<file path="src/rtl/pattern_scan_ctrl_if.sv">
`default_nettype none
// +----------------------------------------------------------------------------+
// | Module   : pattern_scan_ctrl_if                                            |
// | Brief    : word-input and result-output handshakes of pattern_scan_ctrl    |
// | Revision : 1.0 - initial release                                           |
// +----------------------------------------------------------------------------+
interface pattern_scan_ctrl_if #(
  parameter int DW = 16,
  parameter int CW = 8
) ();
  logic          in_valid;
  logic          in_ready;
  logic [DW-1:0] in_data;
  logic          in_last;
  logic          out_valid;
  logic [CW-1:0] out_count;
  logic          out_ready;

  modport master (
    output in_valid, in_data, in_last, out_ready,
    input  in_ready, out_valid, out_count
  );

  modport slave (
    input  in_valid, in_data, in_last, out_ready,
    output in_ready, out_valid, out_count
  );
endinterface
`default_nettype wire

</file>
<file path="src/rtl/pattern_scan_ctrl.sv">
`default_nettype none
// +----------------------------------------------------------------------------+
// | Module   : pattern_scan_ctrl                                               |
// | Brief    : serializes words MSB-first through a configurable pattern       |
// |            matcher and reports saturating per-frame match counts           |
// | Revision : 1.0 - initial release                                           |
// +----------------------------------------------------------------------------+
module pattern_scan_ctrl #(
  parameter int DW   = 16,
  parameter int PMAX = 8,
  parameter int CW   = 8
) (
  input  wire logic            clk,
  input  wire logic            rst,
  input  wire logic            cfg_we,
  input  wire logic [PMAX-1:0] cfg_pat,
  input  wire logic [3:0]      cfg_len,
  input  wire logic [2:0]      cfg_win,
  pattern_scan_ctrl_if.slave   io,
  output logic                 bit_valid,
  output logic                 bit_val,
  output logic                 hit,
  output logic                 busy
);

  localparam int c_LW = $clog2(PMAX + 1);
  localparam int c_BW = $clog2(DW + 1);
  localparam logic [3:0]      c_PMAX4  = 4'(PMAX);
  localparam logic [c_LW-1:0] c_PMAX_L = c_LW'(PMAX);
  localparam logic [c_BW-1:0] c_DW_B   = c_BW'(DW);

  localparam logic [1:0] S_IDLE   = 2'd0;
  localparam logic [1:0] S_SHIFT  = 2'd1;
  localparam logic [1:0] S_REPORT = 2'd2;

  logic [1:0]      r_state;
  logic [1:0]      w_state_nx;
  logic [DW-1:0]   r_shift;
  logic            r_last;
  logic [c_BW-1:0] r_bitcnt;
  logic            r_busy;
  logic [PMAX-1:0] r_hist;
  logic [c_LW-1:0] r_fill;
  logic [2:0]      r_age;
  logic            r_hit;
  logic [CW-1:0]   r_count;
  logic [PMAX-1:0] r_pat;
  logic [c_LW-1:0] r_len;
  logic [2:0]      r_win;

  logic            w_in_ready;
  logic            w_bit_valid;
  logic            w_out_valid;
  logic            w_cfg_ok;
  logic [3:0]      w_len_n;
  logic [2:0]      w_win_n;
  logic [PMAX-1:0] w_hist_nx;
  logic [c_LW-1:0] w_fill_nx;
  logic [PMAX-1:0] w_mask;
  logic            w_match;
  logic [2:0]      w_age_nx;

  always_ff @(posedge clk) begin
    if (rst) r_state <= S_IDLE;
    else     r_state <= w_state_nx;
  end

  always_comb begin
    w_state_nx = r_state;
    case (r_state)
      S_IDLE:   if (io.in_valid) w_state_nx = S_SHIFT;
      S_SHIFT:  if (r_bitcnt == c_BW'(1)) w_state_nx = r_last ? S_REPORT : S_IDLE;
      S_REPORT: if (io.out_ready) w_state_nx = S_IDLE;
      default:  w_state_nx = S_IDLE;
    endcase
  end

  always_comb begin
    w_in_ready  = 1'b0;
    w_bit_valid = 1'b0;
    w_out_valid = 1'b0;
    case (r_state)
      S_IDLE:   w_in_ready  = 1'b1;
      S_SHIFT:  w_bit_valid = 1'b1;
      S_REPORT: w_out_valid = 1'b1;
      default:  w_in_ready  = 1'b0;
    endcase
  end

  assign io.in_ready  = w_in_ready;
  assign io.out_valid = w_out_valid;
  assign io.out_count = r_count;
  assign bit_valid    = w_bit_valid;
  assign bit_val      = r_shift[DW-1];
  assign hit          = r_hit;
  assign busy         = r_busy;

  // Config only lands between frames, never while one is in progress.
  assign w_cfg_ok = cfg_we && (r_state == S_IDLE) && !r_busy;
  assign w_len_n  = (cfg_len == 4'd0) ? 4'd1 : ((cfg_len > c_PMAX4) ? c_PMAX4 : cfg_len);
  assign w_win_n  = (cfg_win == 3'd0) ? 3'd1 : cfg_win;

  assign w_hist_nx = {r_hist[PMAX-2:0], r_shift[DW-1]};
  assign w_fill_nx = (r_fill == c_PMAX_L) ? r_fill : r_fill + c_LW'(1);
  assign w_mask    = ~({PMAX{1'b1}} << r_len);
  assign w_match   = (w_fill_nx >= r_len) && (((w_hist_nx ^ r_pat) & w_mask) == '0);
  assign w_age_nx  = w_match ? r_win : ((r_age != 3'd0) ? r_age - 3'd1 : 3'd0);

  always_ff @(posedge clk) begin
    if (rst) begin
      r_shift  <= '0;
      r_last   <= 1'b0;
      r_bitcnt <= '0;
      r_busy   <= 1'b0;
      r_hist   <= '0;
      r_fill   <= '0;
      r_age    <= 3'd0;
      r_hit    <= 1'b0;
      r_count  <= '0;
      r_pat    <= '0;
      r_len    <= c_LW'(1);
      r_win    <= 3'd1;
    end else begin
      if (w_cfg_ok) begin
        r_pat <= cfg_pat;
        r_len <= c_LW'(w_len_n);
        r_win <= w_win_n;
      end
      case (r_state)
        S_IDLE: begin
          if (io.in_valid) begin
            r_shift  <= io.in_data;
            r_last   <= io.in_last;
            r_bitcnt <= c_DW_B;
            r_busy   <= 1'b1;
          end
        end
        S_SHIFT: begin
          r_shift  <= {r_shift[DW-2:0], 1'b0};
          r_bitcnt <= r_bitcnt - c_BW'(1);
          r_hist   <= w_hist_nx;
          r_fill   <= w_fill_nx;
          r_age    <= w_age_nx;
          r_hit    <= (w_age_nx != 3'd0);
          if (w_match && (r_count != '1)) r_count <= r_count + CW'(1);
        end
        S_REPORT: begin
          if (io.out_ready) begin
            r_count <= '0;
            r_hist  <= '0;
            r_fill  <= '0;
            r_age   <= 3'd0;
            r_hit   <= 1'b0;
            r_busy  <= 1'b0;
          end
        end
        default: r_busy <= r_busy;
      endcase
    end
  end

endmodule
`default_nettype wire

</file>
<file path="src/flat_wrapper.sv">
// flat-port wrapper written by rule: the top's interface ports become plain ports
module pattern_scan_ctrl_flat 
#(
  parameter int DW   = 16,
  parameter int PMAX = 8,
  parameter int CW   = 8
)
  (clk, rst, cfg_we, cfg_pat, cfg_len, cfg_win, bit_valid, bit_val, hit, busy, io_in_valid, io_in_data, io_in_last, io_out_ready, io_in_ready, io_out_valid, io_out_count);
  pattern_scan_ctrl_if #(.DW(DW), .CW(CW)) io_i ();
  input  wire logic clk;
  input  wire logic rst;
  input  wire logic cfg_we;
  input  wire logic [PMAX-1:0] cfg_pat;
  input  wire logic [3:0] cfg_len;
  input  wire logic [2:0] cfg_win;
  output logic bit_valid;
  output logic bit_val;
  output logic hit;
  output logic busy;
  input wire logic [$bits(io_i.in_valid)-1:0] io_in_valid;
  input wire logic [$bits(io_i.in_data)-1:0] io_in_data;
  input wire logic [$bits(io_i.in_last)-1:0] io_in_last;
  input wire logic [$bits(io_i.out_ready)-1:0] io_out_ready;
  output wire logic [$bits(io_i.in_ready)-1:0] io_in_ready;
  output wire logic [$bits(io_i.out_valid)-1:0] io_out_valid;
  output wire logic [$bits(io_i.out_count)-1:0] io_out_count;
  assign io_i.in_valid = io_in_valid;
  assign io_i.in_data = io_in_data;
  assign io_i.in_last = io_in_last;
  assign io_i.out_ready = io_out_ready;
  assign io_in_ready = io_i.in_ready;
  assign io_out_valid = io_i.out_valid;
  assign io_out_count = io_i.out_count;
  pattern_scan_ctrl #(.DW(DW), .PMAX(PMAX), .CW(CW)) u_core (.clk(clk), .rst(rst), .cfg_we(cfg_we), .cfg_pat(cfg_pat), .cfg_len(cfg_len), .cfg_win(cfg_win), .io(io_i), .bit_valid(bit_valid), .bit_val(bit_val), .hit(hit), .busy(busy));
endmodule
</file>
<file path="config.mk">
export PLATFORM = sky130hd
export DESIGN_NAME = pattern_scan_ctrl_flat
export DESIGN_NICKNAME = d
export VERILOG_FILES = /design/src/rtl/pattern_scan_ctrl_if.sv /design/src/rtl/pattern_scan_ctrl.sv /design/src/flat_wrapper.sv
export SDC_FILE = /design/constraint.sdc
export NUM_CORES = 1
export LEC_CHECK = 0
export BUFFER_PORTS_ARGS = -buffer_cell sky130_fd_sc_hd__buf_2
export CORE_ASPECT_RATIO = 0.7
export CORE_MARGIN = 2
export CORE_UTILIZATION = 50
export DETAILED_ROUTE_END_ITERATION = 10
export PLACE_DENSITY_LB_ADDON = 0.08
export SYNTH_ARGS = -nofsm -noshare
export SYNTH_HDL_FRONTEND = slang
export SYNTH_SLANG_ARGS = --single-unit
</file>
<file path="constraint.sdc">
create_clock -name clk -period 3.35 [get_ports clk]
set_input_delay 0.5025 -clock clk [delete_from_list [all_inputs] [get_ports clk]]
set_output_delay 0.5025 -clock clk [all_outputs]
set_load 0.05 [all_outputs]
</file>
==> impl_metrics.toml <==
[critical_path]
critPathBufInv = 1
reg2reg_from = "u_core.r_fill[0]$_SDFFE_PP0P_"
path_cells = "inv_1 -> ha_1 -> nand2_1 -> nor2_1 -> xnor2_1 -> ha_1 -> nand2b_1 -> a2111oi_0 -> a211oi_2 -> nand2_1 -> mux2_2 -> o221ai_1"
slowest_stage = "a2111oi_0"
reg2regPathDepth = 12
critPathMaxStageDelay_ns = 0.49
crit_arrival_ns = 3.08
startpoint_type = "flip-flop"
r2r_setup_slack_ns = 0.53
critPathCaptureType = "flip-flop"
cp_max_fo = 4
critPathTopFamily = "compound AO/OA/AOI/OAI gates"
r2r-end = "u_core.hit$_SDFFE_PP0P_"
cp_data_required_time_ns = 3.60
criticalPathCategory = "reg -> reg"

[timing]
slew_violations = 0
finClkSkew_ns = 0.00815
hold_viol = 0
relSlewSlack_pct = 28.4
fin_crit_sh_pct = 84.3
finalSetupTns_ns = 0
rsz0062_at_grt = "false"
fin_crit_ns = 2.82
worst_pin_slew_ns = 1.07
max_freq_mhz = 354
setup_viol = 0

[clock_tree]
cts_sinks = 63
postCtsHoldBufs = 0
path_clk_slew_ns = 0.07
cts_buffers = 9
clock_path_buffers = 2
clk_latency_ns = 0.34
cts_tree = "yes"
cts-resized-gates = 0
root_buffer = "clkbuf_8"
cts_setup_buffers = 0
htreeDepth = 3

[global_route]
grt_pass1_wl_um = 10700
grt_max_degree = 61
antenna_found_initial = 0
grt_usage_pct = 20.2
overflow = 0
grt_pass1_vias = 2248

[floorplanning]
start_util_pct = 52.3
fp.dieW_um = 96.7
fp.dieH_um = 68.9
die-area_um2 = 6660
core-area_um2 = 5760
boundaryPins = 51
rows = 23

[placed_design]
place_congestion = 0.756
port_buffers = 50
place_hpwl_um = 4640
dp.cells = 483
placed_area_um2 = 3310

[worst_hold_path]
hp-start = "cfg_len[3]"
hold_depth = 2
hp-class = "in -> reg"
min_to = "u_core.r_len[0]$_SDFFE_PP1P_"

[power_and_ir_drop]
p_per_area_nw_per_um2 = 487
finalPower_mw = 1.69
vdd_drop_max_mv = 0.262
leakage_nw = 1.39

[yosys]
synth_area_leader_cell = "dfxtp_1"
synth_cell_type_count = 42
yosys_warnings = 0
yosys_most_used_dff = "dfxtp_1"
syn_area_um2 = 3010
ys_async_sr_fraction_pct = 0
synth_nets = 421
ys_seq_area_share_pct = 41.9
synth_cells = 373
synth_edf_count = 0
synth_top_area_share_pct = 41.9
yosys-top-cells-count = "73 x nand2_1, 63 x dfxtp_1, 51 x nor2_1"
ys_seq_elements = 63
synth.most_common_cell = "nand2_1"
ys_top_cells_by_area = "dfxtp_1 42%, nand2_1 9.1%, nor2_1 6.4%"
syn_area_per_cell_um2 = 8.06

[route]
drt_iter0_markers = 113
totalWireLength_um = 6570
drtPass1Iterations = 4
route.detailed.drc = 0
wl_per_cell_um = 13.2
vias_per_cell = 5.37
vias = 2672
antenna_left = 0

[final_layout]
synthToLayoutAreaGrowth_pct = 15.6
stdcell_area_um2 = 3480
nets = 467
fillCellCount = 560
fin_cells = 498
antenna_cells = 0
layout-drive-gt1-share_pct = 18.7

[run_status]
status = "finished, final reports clean"

[flow_run]
cap_violations = 0
==> cell type report <==
type | count | area, um^2 | share of cell area, %
clock inverters | 4 | 22.5 | 0.648
repair buffers | 55 | 288 | 8.28
clock buffers | 11 | 141 | 4.07
multi-input cells | 279 | 1630 | 46.8
flip-flops and latches | 63 | 1260 | 36.3
well taps | 75 | 93.8 | 2.70
inverters | 11 | 41.3 | 1.19
==> cells by family (layout without fill, tap and decap cells) <==
family / Yosys count / count (layout) / share of synthesized area, %
fa+ha+maj: 11 / 11 / 4.58
flops: 63 / 63 / 41.9
buf+inv: 31 / 81 / 4.24
simple gates: 165 / 165 / 24.8
xor+xnor: 12 / 12 / 3.49
mux: 7 / 7 / 2.50
compound gates: 84 / 84 / 18.5
==> stage by stage <==
| step | util, % | hold WS (ns) | worst slack [ns] |
|---|---|---|---|
| 2_1_floorplan | - | 0.437 | 0.743 |
| 3_3_place_gp | 57.5 | 0.446 | 0.608 |
| 3_5_place_dp | 57.5 | 0.455 | 0.506 |
| 4_1_cts | 60.4 | 0.378 | 0.517 |
| 5_1_grt | 60.4 | 0.399 | 0.207 |
| 6_report | 60.4 | 0.386 | 0.526 |
==> routing by layer <==
metal  vias up  part of all wire [%]  global-route usage [%]
met2        52                    40                    30.9
met4         0                  0.78                    7.39
met5         -                     0                       0
met3         6                   4.6                    5.65
met1      1218                    54                    27.8
li1       1396                     -                       -
==> placed cells by master, fill, tap and decap left out, drive strengths merged <==
| master | netlist | routed |
|---|---|---|
| nand2 | 73 | 73 |
| o21a | 1 | 1 |
| a22oi | 12 | 12 |
| o211ai | 1 | 1 |
| a211oi | 4 | 4 |
| o22ai | 2 | 2 |
| nand3 | 7 | 7 |
| xnor2 | 12 | 12 |
| nor4b | 2 | 2 |
| nor2b | 2 | 2 |
| ha | 11 | 11 |
| o221ai | 1 | 1 |
| nand4 | 3 | 3 |
| nor2 | 51 | 51 |
| clkbuf | 16 | 11 |
| or4 | 4 | 4 |
| a311oi | 16 | 16 |
| a21o | 1 | 1 |
| nor4 | 2 | 2 |
| clkinv | 1 | 4 |
| a2111oi | 1 | 1 |
| clkinvlp | 0 | 1 |
| o21ai | 10 | 10 |
| or3 | 2 | 2 |
| or2 | 1 | 1 |
| buf | 4 | 55 |
| a32oi | 1 | 1 |
| inv | 10 | 10 |
| a21oi | 30 | 30 |
| mux2 | 4 | 4 |
| nor3b | 1 | 1 |
| o31ai | 3 | 3 |
| a31oi | 1 | 1 |
| dfxtp | 63 | 63 |
| nor3 | 4 | 4 |
| nand3b | 5 | 5 |
| mux2i | 3 | 3 |
| nand2b | 6 | 6 |
| and2 | 2 | 2 |
==> power by group <==
group,switching [mW],internal (mW),total (mW),leakage (nW)
Combinational,0.176,0.116,0.292,0.786
Clock,0.285,0.281,0.566,0.0850
Sequential,0.0408,0.796,0.836,0.516
Total,0.502,1.19,1.69,1.39
==> sequential cells by signal (all words and copies together) (netlist names) <==
name / flops
u_core.busy: 1
u_core.hit: 1
u_core.io.out_count: 8
u_core.r_age: 3
u_core.r_bitcnt: 5
u_core.r_fill: 4
u_core.r_hist: 7
u_core.r_last: 1
u_core.r_len: 4
u_core.r_pat: 8
u_core.r_shift: 16
u_core.r_state: 2
u_core.r_win: 3
==> worst max path at each step <==
stage / start / to / slack (ns) / cells past startpoint
after floorplan: u_core.r_fill[0]$_SDFFE_PP0P_ / u_core.hit$_SDFFE_PP0P_ / 0.74 / 12
after global placement: u_core.r_fill[0]$_SDFFE_PP0P_ / u_core.hit$_SDFFE_PP0P_ / 0.61 / 12
final: u_core.r_fill[0]$_SDFFE_PP0P_ / u_core.hit$_SDFFE_PP0P_ / 0.53 / 12
after detailed placement: u_core.r_fill[0]$_SDFFE_PP0P_ / u_core.hit$_SDFFE_PP0P_ / 0.51 / 12
after global routing: u_core.r_fill[0]$_SDFFE_PP0P_ / u_core.hit$_SDFFE_PP0P_ / 0.21 / 12
after CTS: u_core.r_fill[0]$_SDFFE_PP0P_ / u_core.hit$_SDFFE_PP0P_ / 0.52 / 12
Power figures use the tool's default switching activity.
